--- src/rtl/cory_vr2sbd_if.sv ---
// rtl/cory_vr2sbd_if.sv - valid/ready request channel into cory_vr2sbd
interface cory_vr2sbd_if #(
  parameter int W = 8
) ();
  logic         i_v;
  logic         o_r;
  logic [W-1:0] i_data;

  modport master (output i_v, output i_data, input  o_r);
  modport slave  (input  i_v, input  i_data, output o_r);
endinterface

--- src/rtl/cory_vr2sbd.sv ---
// rtl/cory_vr2sbd.sv - valid/ready request queue driving a start/done engine
// Each accepted word becomes one o_start strobe; next start waits for i_done or timeout.
module cory_vr2sbd #(
  parameter int W       = 8,
  parameter int DEPTH   = 4,
  parameter int TIMEOUT = 256,
  parameter int CW      = 16
) (
  input  logic                       clk,
  input  logic                       reset,
  cory_vr2sbd_if.slave               s_req,
  output logic                       o_start,
  output logic [W-1:0]               o_data,
  input  logic                       i_done,
  output logic                       o_busy,
  output logic [$clog2(DEPTH):0]     o_level,
  output logic                       o_timeout,
  output logic                       o_err,
  input  logic                       i_clr_err,
  output logic [CW-1:0]              o_cnt
);
  localparam int AW   = $clog2(DEPTH);
  localparam int LW   = AW + 1;
  localparam int TW   = (TIMEOUT > 1) ? $clog2(TIMEOUT) : 1;
  localparam int TLIM = (TIMEOUT > 0) ? TIMEOUT - 1 : 0;

  localparam logic [1:0] S_IDLE  = 2'd0;
  localparam logic [1:0] S_START = 2'd1;
  localparam logic [1:0] S_WAIT  = 2'd2;

  logic [W-1:0]  r_mem [DEPTH];
  logic [AW:0]   r_wr_ptr;
  logic [AW:0]   r_rd_ptr;
  logic [LW-1:0] r_level;
  logic [1:0]    r_state;
  logic [TW-1:0] r_tcnt;
  logic          r_start;
  logic [W-1:0]  r_data;
  logic          r_timeout;
  logic          r_err;
  logic [CW-1:0] r_cnt;

  logic          w_push;
  logic          w_pop;
  logic [AW:0]   w_rd_inc;
  logic [W-1:0]  w_head;
  logic [1:0]    w_next;
  logic          w_done_run;
  logic          w_to;
  logic          w_spur;

  assign s_req.o_r = (r_level != LW'(DEPTH));
  assign w_push    = s_req.i_v && s_req.o_r;
  assign w_pop     = (r_state == S_START);
  assign w_rd_inc  = r_rd_ptr + 1'b1;

  // In START the current head is popped this cycle, so the next run uses the entry behind it.
  assign w_head = (r_state == S_START) ? r_mem[w_rd_inc[AW-1:0]] : r_mem[r_rd_ptr[AW-1:0]];

  always_comb begin
    w_next     = r_state;
    w_done_run = 1'b0;
    w_to       = 1'b0;
    w_spur     = 1'b0;
    case (r_state)
      S_IDLE: begin
        if (i_done) w_spur = 1'b1;
        if (r_level != '0) w_next = S_START;
      end
      S_START: begin
        if (i_done) begin
          w_done_run = 1'b1;
          // A word pushed this same cycle is not yet visible; it starts via IDLE instead.
          w_next = (r_level >= LW'(2)) ? S_START : S_IDLE;
        end else begin
          w_next = S_WAIT;
        end
      end
      S_WAIT: begin
        if (i_done) begin
          w_done_run = 1'b1;
          w_next = (r_level != '0) ? S_START : S_IDLE;
        end else if (TIMEOUT != 0 && r_tcnt == TW'(TLIM)) begin
          w_to   = 1'b1;
          w_next = (r_level != '0) ? S_START : S_IDLE;
        end
      end
      default: w_next = S_IDLE;
    endcase
  end

  always_ff @(posedge clk) begin
    if (w_push) r_mem[r_wr_ptr[AW-1:0]] <= s_req.i_data;
  end

  always_ff @(posedge clk) begin
    if (reset) begin
      r_wr_ptr  <= '0;
      r_rd_ptr  <= '0;
      r_level   <= '0;
      r_state   <= S_IDLE;
      r_tcnt    <= '0;
      r_start   <= 1'b0;
      r_data    <= '0;
      r_timeout <= 1'b0;
      r_err     <= 1'b0;
      r_cnt     <= '0;
    end else begin
      if (w_push) r_wr_ptr <= r_wr_ptr + 1'b1;
      if (w_pop)  r_rd_ptr <= w_rd_inc;
      case ({w_push, w_pop})
        2'b10:   r_level <= r_level + 1'b1;
        2'b01:   r_level <= r_level - 1'b1;
        default: r_level <= r_level;
      endcase
      r_state   <= w_next;
      r_start   <= (w_next == S_START);
      if (w_next == S_START) r_data <= w_head;
      // Counting through START makes the abandon land TIMEOUT cycles after the strobe.
      r_tcnt    <= (w_next == S_START) ? '0 : r_tcnt + 1'b1;
      r_timeout <= w_to;
      if (w_done_run) r_cnt <= r_cnt + 1'b1;
      if (w_to || w_spur) r_err <= 1'b1;
      else if (i_clr_err) r_err <= 1'b0;
    end
  end

  assign o_start   = r_start;
  assign o_data    = r_data;
  assign o_level   = r_level;
  assign o_timeout = r_timeout;
  assign o_err     = r_err;
  assign o_cnt     = r_cnt;
  assign o_busy    = (r_state != S_IDLE) || (r_level != '0);
endmodule

--- src/flat_wrapper.sv ---
// flat-port wrapper written by rule: the top's interface ports become plain ports
module cory_vr2sbd_flat 
#(
  parameter int W       = 8,
  parameter int DEPTH   = 4,
  parameter int TIMEOUT = 256,
  parameter int CW      = 16
)
  (clk, reset, o_start, o_data, i_done, o_busy, o_level, o_timeout, o_err, i_clr_err, o_cnt, s_req_i_v, s_req_i_data, s_req_o_r);
  cory_vr2sbd_if #(.W(W)) s_req_i ();
  input  logic clk;
  input  logic reset;
  output logic o_start;
  output logic [W-1:0] o_data;
  input  logic i_done;
  output logic o_busy;
  output logic [$clog2(DEPTH):0] o_level;
  output logic o_timeout;
  output logic o_err;
  input  logic i_clr_err;
  output logic [CW-1:0] o_cnt;
  input wire logic [$bits(s_req_i.i_v)-1:0] s_req_i_v;
  input wire logic [$bits(s_req_i.i_data)-1:0] s_req_i_data;
  output wire logic [$bits(s_req_i.o_r)-1:0] s_req_o_r;
  assign s_req_i.i_v = s_req_i_v;
  assign s_req_i.i_data = s_req_i_data;
  assign s_req_o_r = s_req_i.o_r;
  cory_vr2sbd #(.W(W), .DEPTH(DEPTH), .TIMEOUT(TIMEOUT), .CW(CW)) u_core (.clk(clk), .reset(reset), .s_req(s_req_i), .o_start(o_start), .o_data(o_data), .i_done(i_done), .o_busy(o_busy), .o_level(o_level), .o_timeout(o_timeout), .o_err(o_err), .i_clr_err(i_clr_err), .o_cnt(o_cnt));
endmodule
--- config.mk ---
export PLATFORM = sky130hd
export DESIGN_NAME = cory_vr2sbd_flat
export DESIGN_NICKNAME = d
export VERILOG_FILES = /design/src/rtl/cory_vr2sbd_if.sv /design/src/rtl/cory_vr2sbd.sv /design/src/flat_wrapper.sv
export SDC_FILE = /design/constraint.sdc
export NUM_CORES = 1
export LEC_CHECK = 0
export ABC_AREA = 0
export BUFFER_PORTS_ARGS = -buffer_cell sky130_fd_sc_hd__clkbuf_2
export CAP_MARGIN = 10
export CORE_MARGIN = 5
export CORE_UTILIZATION = 51
export CTS_CLUSTER_DIAMETER = 80
export DETAILED_ROUTE_END_ITERATION = 16
export HOLD_SLACK_MARGIN = 0.03
export PLACE_DENSITY = 0.78
export SYNTH_ARGS = -nofsm -noshare
export SYNTH_HDL_FRONTEND = slang
export SYNTH_SLANG_ARGS = --single-unit
--- constraint.sdc ---
create_clock -name clk -period 2.1 [get_ports clk]
set_clock_uncertainty 0.2 [all_clocks]
set_input_delay 0.315 -clock clk [delete_from_list [all_inputs] [get_ports clk]]
set_output_delay 0.315 -clock clk [all_outputs]
set_load 0.01 [all_outputs]
After elaboration in Yosys (flattened, before gate mapping)

Memory sizes are Yosys's and may differ from the RTL's. A register that Yosys moved wholly into a read port is not among the register bits.
Cells that the tools add are included.
W data, S select, Z words.

Bits in registers: 46
Bits in latches: 0
Bits in writable memories: 32
Memory bits (read-only): 0
Input port bits: 13
Output and inout bits: 32
Logic and storage cells: 56
Memories kept: 1

Memories:

| memory       | depth | bits a word | read ports | clocked after memory_dff | wr ports | line              | source |
|---|---|---|---|---|---|---|---|
| u_core.r_mem | 4     | 8           | 2          | 1                        | 1        | cory_vr2sbd.sv:31 | `logic [W-1:0] r_mem [DEPTH];` |

Add/sub/neg operators: 6
$mul: 0
Div/mod/pow operators: 0
Magnitude comparators: 1
Eq/ne operators: 7
Shift operators: 0
Multiplexer cells: 21
Bitwise operators: 0
Reductions and logical operators: 10

Operators by type and width:

| kind                    | number |
|---|---|
| $add A16 B1 Y16 const B | 1 |
| $mux W1                 | 12 |
| $mux W2                 | 6 |
| $add A3 B1 Y3 const B   | 3 |
| $add A8 B1 Y8 const B   | 1 |
| $eq A8 B8 Y1 const B    | 1 |
| $mux W8                 | 1 |
| $eq A2 B1 Y1 const B    | 3 |
| $pmux W2 S3             | 1 |
| $pmux W3 S2             | 1 |
| $reduce_bool A2 Y1      | 3 |
| $eq A2 B2 Y1 const B    | 2 |
| $reduce_or A2 Y1        | 2 |
| $ge A3 B2 Y1 const B    | 1 |
| $ne A3 B3 Y1 const B    | 1 |
| $reduce_bool A3 Y1      | 1 |
| $sub A3 B1 Y3 const B   | 1 |
| $logic_not A2 Y1        | 1 |
| $logic_or A1 B1 Y1      | 2 |
| $logic_and A1 B1 Y1     | 1 |

Longest topological paths before layout

Gate-level depths: netlist (run 1).

Word-level depth: 7
Depth in mapped cells: 10
Mapped depth without buffers: 10

Worst setup path before layout (run 1)

OpenSTA, ideal clock, no wires.

Kind: flip-flop to flip-flop
Start point: register u_core.r_level[0], in the netlist u_core.o_level[0]
End point: register u_core.r_level[2], in the netlist u_core.o_level[2]
Arrival: 2,096 ps
Data required time: 1,829 ps
Slack: -267 ps
Cell stages (with the launch flop): 11
Clock period less this slack: 2,367 ps
Cell sequence: dfxtp_1 > inv_1 > nand3_1 > and2_1 > inv_1 > ha_1 > inv_1 > fa_1 > xor2_1 > or3_1 > a21oi_1

Longest elaborated chain between the ends: 4
Elaborated cells between the ends (all ways): 8
Classes of those cells: add/sub (2); eq/ne (3); mux (1); reduce/logical (2)

Ends and longest elaborated chain:

| what                                              | line               | source |
|---|---|---|
| start: declaration                                | cory_vr2sbd.sv:34  | `logic [LW-1:0] r_level;` |
| start signal: assignment                          | cory_vr2sbd.sv:112 | `2'b10: r_level <= r_level + 1'b1;` |
| start signal: assignment                          | cory_vr2sbd.sv:113 | `2'b01: r_level <= r_level - 1'b1;` |
| start signal: assignment                          | cory_vr2sbd.sv:114 | `default: r_level <= r_level;` |
| $ne A3 B3 Y1 *                                    | cory_vr2sbd.sv:52  | `assign s_req.o_r = (r_level != LW'(DEPTH));` |
| via s_req_o_r                                     | flat_wrapper.sv:24 | `output wire logic [$bits(s_req_i.o_r)-1:0] s_req_o_r;` |
| $logic_and A1 B1 Y1 *                             | cory_vr2sbd.sv:53  | `assign w_push = s_req.i_v && s_req.o_r;` |
| $eq A2 B1 Y1 or $eq A2 B2 Y1 (tied branches)      | cory_vr2sbd.sv:111 | `case ({w_push, w_pop})` |
| $pmux W3 S2 or $reduce_bool A2 Y1 (tied branches) | n/a                |  |

Mark *: on every way through the listed nets, which the timed path passes. The rest lies on a longest branch.
A chain may end at the register's enable or synchronous reset.

Worst setup path after layout (run 1)

Start point: register u_core.r_level[1], in the netlist u_core.o_level[1]
End point: register u_core.r_level[2], in the netlist u_core.o_level[2]

Longest elaborated chain between the ends: 4
Elaborated cells between the ends (all ways): 8
Classes of those cells: add/sub (2); eq/ne (3); mux (1); reduce/logical (2)

Ends and longest elaborated chain:

| what                                              | line |
|---|---|
| $ne A3 B3 Y1                                      | cory_vr2sbd.sv:52 |
| $logic_and A1 B1 Y1                               | cory_vr2sbd.sv:53 |
| $eq A2 B1 Y1 or $eq A2 B2 Y1 (tied branches)      | cory_vr2sbd.sv:111 |
| $pmux W3 S2 or $reduce_bool A2 Y1 (tied branches) | n/a |

Several ways; a longest one is shown, not always the timed one.

==> impl_metrics.toml, run 1 <==
[sta]
worstMarginPinSlew_ns = 0.4759
slew_headroom = 0.6823
post-route-period-util = 1.009
finalCriticalPeriod_ns = 2.120
rsz0062_at_grt = "yes"
layout_setup_ws_ns = -0.01979
finalSetupViolations = 1
fmax_mhz = 471.7
fin_tns_setup_ns = -0.01979
holdWs_ns = 0.1473
maxSlewViolCount = 0
report.final.hold_viol_count = 0

[setup_path]
cpPeakStageDelay_ns = 0.38
critPathArrivalTime_ns = 2.19
reg2reg_depth = 10
slowest_stage = "dfxtp_4"
path_class = "reg2reg"
worstPathCellList = "inv_4, nand3_4, and2_4, inv_4, ha_4, inv_2, fa_2, xor2_1, or3_1, a21oi_2"
cp-start-kind = "flip-flop"
crit_fanout = 5
worstPathRequired_ns = 2.17
cpMostUsedCell = "inv_4"
end_kind = "flip-flop"

[yosys]
ys_seq_elements = 78
synth_nets = 300
yosysWarnings = 0
syn_inst = 275
ys.flop_type = "dfxtp_1"
syn_area_mm2 = 0.003396
avgSynthCellArea_um2 = 12.35
ys_seq_area_frac = 0.5542
yosysUniqueCellTypes = 36
ys_async_sr_fraction = 0
synth-edff-count = 32

[power]
switching_share = 0.3222
internal_power_mw = 3.345
pwr_density_cell_mw_per_mm2 = 1118
netSwitchingPower_mw = 1.590
clkPwrFrac = 0.244
peakVddDrop_mv = 0.5145
power_frac_seq = 0.419
leakage_nw = 1.695
combPwrFrac = 0.337

[cts]
clkLatencyLatePin_ns = 0.35
cts_sinks = 78
cts_tree = "built"
htreeDepth = 3
clkTransAtPathRegs_ns = 0.08
root_buffer = "clkbuf_8"
ctsLongestPathBuffers = 2
cts_buffers = 9

[cells_and_area]
syn2layout_area_growth_pct = 30.03
post-route-util = 0.6875
regArea_mm2 = 0.001898
final_layout_size_suffix_gt1_frac = 0.4077
fillCellCount = 430
design_area_mm2 = 0.004415
final_nets = 383
num_antenna_cells = 0
multi_input_area_mm2 = 0.001603

[status]
failed_checks = "setup timing"
status = "finished, violations left"

[detailed_routing]
drc = 0
first_iter_violations = 183
ant_nets = 0
vias = 2461
routed_wl_um = 7451
first_pass_iters = 4
routedWlPerCell_um = 16.93
viasPerCell = 5.593

[place]
dp_hpwl_um = 4796
dpl_cell_area_mm2 = 0.003876
gp_congestion = 0.7499
io_buffers = 44

[flow_run]
max-cap-violations = 0

[floorplan]
std_cell_rows = 29
initial_core_util = 0.5287
ios = 45
dieHeight_um = 91.60
core_area_mm2 = 0.006422
dieArea_mm2 = 0.008391
fp.dieW_um = 91.60

[global_routing]
grt_pass1_wl_um = 12490
grt_max_degree = 37
grt-ovfl-total = 0
grt_pass1_vias = 2545
track_usage = 0.1909
antenna_found_initial = 0

[hold_path]
min_path_cells = 4
worstHoldPathType = "in2reg"
[cell usage in the layout (no fill, tap or decap), types with 5 or more instances in the layout]
master	instances
clkbuf_2	44
dfxtp_1	39
edfxtp_1	32
nor2_1	30
buf_4	28
mux4_2	16
xor2_1	14
nand2_1	13
xnor2_1	12
clkbuf_8	9
and3_1	8
nand3_1	8
mux2i_1	8
dlygate4sd3_1	8
inv_1	6
nor3_1	6
o2bb2ai_2	6
ha_1	6
inv_4	5
nor3_2	5
a21oi_1	5
[timing repair]
item | 4_1_cts | 5_1_grt
setup buffers | 5 | 2
setup endpoints to repair | 11 | 14
hold endpoints to repair | 32 | 0
cloned | 1 | 1
hold buffers | 8 | 0
pin swaps | 8 | 4
resized for setup | 33 | 12
[sequential cells by signal (all words and copies together) (netlist names), named ones only]
register          count
u_core.r_mem         32
u_core.o_cnt         16
u_core.o_data         8
u_core.r_tcnt         8
u_core.o_level        3
u_core.r_rd_ptr       2
u_core.r_state        2
u_core.r_wr_ptr       2
u_core.o_err          1
u_core.o_start        1
u_core.o_timeout      1
[critical path: cells and delay by family (launching register included)]
| family | cells | cell delay (ns) |
|---|---|---|
| AO/OA/AOI/OAI | 1 | 0.14 |
| XOR/XNOR | 1 | 0.15 |
| adder cells (fa/ha/maj) | 2 | 0.47 |
| buffers and inverters | 3 | 0.16 |
| flip-flops | 1 | 0.38 |
| AND/OR/NAND/NOR | 3 | 0.54 |
[metrics by stage]
stage | setup slack [ns] | instances | power (mW)
after floorplan | 0.008398 | 275 | 2.866
after global placement | -0.07626 | 407 | 3.354
after detailed placement | -0.1613 | 407 | 3.405
after CTS | -0.007731 | 437 | 4.848
after global routing | -0.09443 | 440 | 5.236
final | -0.01979 | 440 | 4.936
[cells in the mapped netlist (8+ instances only)]
master,number,area (µm²)
mux2i_1,8,80.08
ha_1,11,137.6
nor2_1,30,112.6
nand3_1,10,50.05
mux4_2,16,360.4
xor2_1,14,122.6
inv_1,12,45.04
and3_1,8,50.05
nand2_1,13,48.80
o2bb2ai_1,8,70.07
nor3_1,11,55.05
dfxtp_1,46,920.9
edfxtp_1,32,960.9
xnor2_1,12,105.1
[power groups by stage]
stage	combinational, mW	sequential, mW	clock (mW)
after floorplan	0.821	2.05	0
after global placement	1.31	2.05	0
after detailed placement	1.35	2.06	0
after CTS	1.56	2.05	1.23
after global routing	1.82	2.11	1.31
final	1.66	2.07	1.21
[layer usage]
metal,global-route usage,share of wire
met5,0,0
met4,0.08668,0.024
met3,0.06942,0.071
met2,0.3013,0.48
met1,0.2342,0.42
[final timing paths]
path | from | end | slack, ns
max | u_core.o_level[1]$_SDFFE_PP0P_ | u_core.o_level[2]$_SDFFE_PP0P_ | -0.02
min reg2reg | u_core.o_data[0]$_SDFFE_PP0N_ | u_core.o_data[0]$_SDFFE_PP0N_ | 0.27
max reg2reg | u_core.o_level[1]$_SDFFE_PP0P_ | u_core.o_level[2]$_SDFFE_PP0P_ | -0.02
min | i_clr_err | u_core.o_err$_SDFFE_PP0P_ | 0.15
[layout make-up]
cell class,count,share of cell area
clock buffer,10,0.02890
clock inverter,6,0.01955
inverter,12,0.01303
multi-input combinational,174,0.3630
sequential,78,0.4299
tap,77,0.02182
timing repair buffer,83,0.1238
[logic make-up (layout without fill, tap and decap cells)]
family                     after synthesis  after routing  share of synthesized area
buffers and inverters                   24            111                    0.02727
adders and majority gates               12             12                    0.04643
AOI/OAI and AO/OA                       23             23                    0.04901
and+or+nand+nor                         88             89                     0.1264
muxes                                   24             24                     0.1297
xor gates and xnor gates                26             26                    0.06706
DFF                                     78             78                     0.5542
Note: power is estimated with default switching activity, not from simulation.
==> inputs of run 2 (changes only) <==
TNS_END_PERCENT = 50   (was unset)
==> impl_metrics.toml, run 2 (synthesis results as in run 1) <==
[setup_path]
critPathArrivalTime_ns = 2.20
r2r-start = "u_core.r_state[1]$_SDFF_PP0_"
cpPeakStageDelay_ns = 0.55
worstPathRequired_ns = 2.19
end_kind = "flip-flop"
path_class = "reg2reg"
crit_fanout = 5
worstPathCellList = "buf_6, ha_4, nor2b_4, o211a_1, or2_4, or4b_4, o2bb2ai_2"
timing.rr.end = "u_core.o_data[6]$_SDFFE_PP0N_"
rrSetupSlack_ns = -0.01
reg2reg_depth = 7
slowest_stage = "or4b_4"
cp-start-kind = "flip-flop"

[cells_and_area]
final_common_cell = "clkbuf_2"
final_cell_mix = "clkbuf_2 (44), dfxtp_1 (39), edfxtp_1 (32)"
design_area_mm2 = 0.004432
num_antenna_cells = 0
largest_reg_flops = 32
final_layout_size_suffix_gt1_frac = 0.4022
post-route-util = 0.6900
fin_cells = 440
syn2layout_area_growth_pct = 30.51
final_nets = 383

[cts]
root_buffer = "clkbuf_8"
cts_sinks = 78
clkTransAtPathRegs_ns = 0.08
ctsLongestPathBuffers = 2
htreeDepth = 3
clkLatencyLatePin_ns = 0.35
cts_buffers = 9
cts_tree = "built"

[sta]
layout_setup_ws_ns = -0.01035
slew_headroom = 0.6716
finalCriticalPeriod_ns = 2.110
worstMarginPinSlew_ns = 0.4919
post-route-period-util = 1.005
fmax_mhz = 473.9
report.final.hold_viol_count = 0
finalSetupViolations = 6
rsz0062_at_grt = "yes"
maxSlewViolCount = 0

[detailed_routing]
viasPerCell = 5.600
first_iter_violations = 169
met1Wirelength_um = 3165
routedWlPerCell_um = 17.03
first_pass_iters = 4
ant_nets = 0
highest_layer = "met4"
routed_wl_um = 7494
dr_wl_met2_um = 3688
routed-wl-met3_um = 468
drc = 0
vias = 2464

[floorplan]
fp.dieW_um = 91.60
dieArea_mm2 = 0.008391
std_cell_rows = 29
ios = 45
initial_core_util = 0.5287
dieHeight_um = 91.60
core_area_mm2 = 0.006422

[global_routing]
track_usage = 0.1909
antenna_found_initial = 0
grt_pass1_vias = 2546
grt-ovfl-total = 0
grt_max_degree = 37
grt_pass1_wl_um = 12490

[power]
finalPower_mw = 4.954
leakage_nw = 1.699
pwr_density_cell_mw_per_mm2 = 1118
peakVddDrop_mv = 0.5091

[place]
dpl_cell_area_mm2 = 0.003876
gp_congestion = 0.7499
io_buffers = 44
dp_hpwl_um = 4796
post-place-ws_ns = -0.1613
place_inst = 407

[hold_path]
min_path_cells = 3
worstHoldPathType = "in2reg"
min_to = "u_core.o_start$_SDFF_PP0_"
hold_path.startpoint = "reset"

[status]
status = "finished, violations left"
failed_checks = "setup timing"

[flow_run]
max-cap-violations = 0
-- run 2: cell counts in the layout (fill, tap and decap cells not counted) --
Identical to the previous run, type by type.
-- run 2: how the worst max path moves through the flow --
stage / slack [ns] / end / from / cells after the start
after global placement: -0.08 / u_core.o_data[1]$_SDFFE_PP0N_ / u_core.r_state[1]$_SDFF_PP0_ / 6
final: -0.01 / u_core.o_data[6]$_SDFFE_PP0N_ / u_core.r_state[1]$_SDFF_PP0_ / 7
after CTS: -0.008 / u_core.o_data[2]$_SDFFE_PP0N_ / u_core.r_state[1]$_SDFF_PP0_ / 6
after detailed placement: -0.16 / u_core.o_data[6]$_SDFFE_PP0N_ / u_core.r_state[1]$_SDFF_PP0_ / 6
after floorplan: 0.008 / u_core.o_data[0]$_SDFFE_PP0N_ / u_core.r_state[0]$_SDFF_PP0_ / 7
after global routing: -0.1 / u_core.o_data[2]$_SDFFE_PP0N_ / u_core.r_state[1]$_SDFF_PP0_ / 7
-- run 2: stage by stage --
stage / TNS, ns / hold slack, ns
5_1_grt: -0.9981 / 0.1321
3_3_place_gp: -0.5992 / 0.2491
2_1_floorplan: 0 / 0.2139
3_5_place_dp: -1.326 / 0.2475
4_1_cts: -0.009229 / 0.08930
6_report: -0.04369 / 0.1520
-- run 2: cell type report --
| type | count | area (µm²) |
|---|---|---|
| fill | 427 | 1991 |
| sequential | 78 | 1901 |
| multi-input combinational | 174 | 1614 |
| timing repair buffer | 83 | 549.3 |
| clock buffer | 10 | 127.6 |
| tap | 77 | 96.34 |
| clock inverter | 6 | 86.33 |
| inverter | 12 | 57.56 |
-- run 2: power by group --
part / switching, mW / internal [mW] / total (mW)
clock: 0.544 / 0.665 / 1.21
combinational: 0.821 / 0.854 / 1.67
sequential: 0.229 / 1.84 / 2.07
total: 1.59 / 3.36 / 4.95
-- run 2: what timing repair did --
action | in CTS | in global routing
hold buffers | 8 | 0
endpoints found under the hold margin | 32 | 0
cloned | 1 | 0
pin swaps | 8 | 4
setup endpoints to repair | 11 | 14
gates resized for setup | 32 | 13
setup buffers | 5 | 3
-- run 2: critical path: cells and delay by family (launching register included) --
kind,cells,cell delay [ns]
AO/OA/AOI/OAI,2,0.29
flip-flops,1,0.35
adder cells (fa/ha/maj),1,0.15
AND/OR/NAND/NOR,3,0.94
buffers and inverters,1,0.12
-- run 2: per-layer routing --
layer | vias to the layer above | global-route usage
met5 | - | 0
met4 | 0 | 0.08668
met3 | 19 | 0.06942
met2 | 69 | 0.3013
met1 | 1208 | 0.2342
li1 | 1168 | -
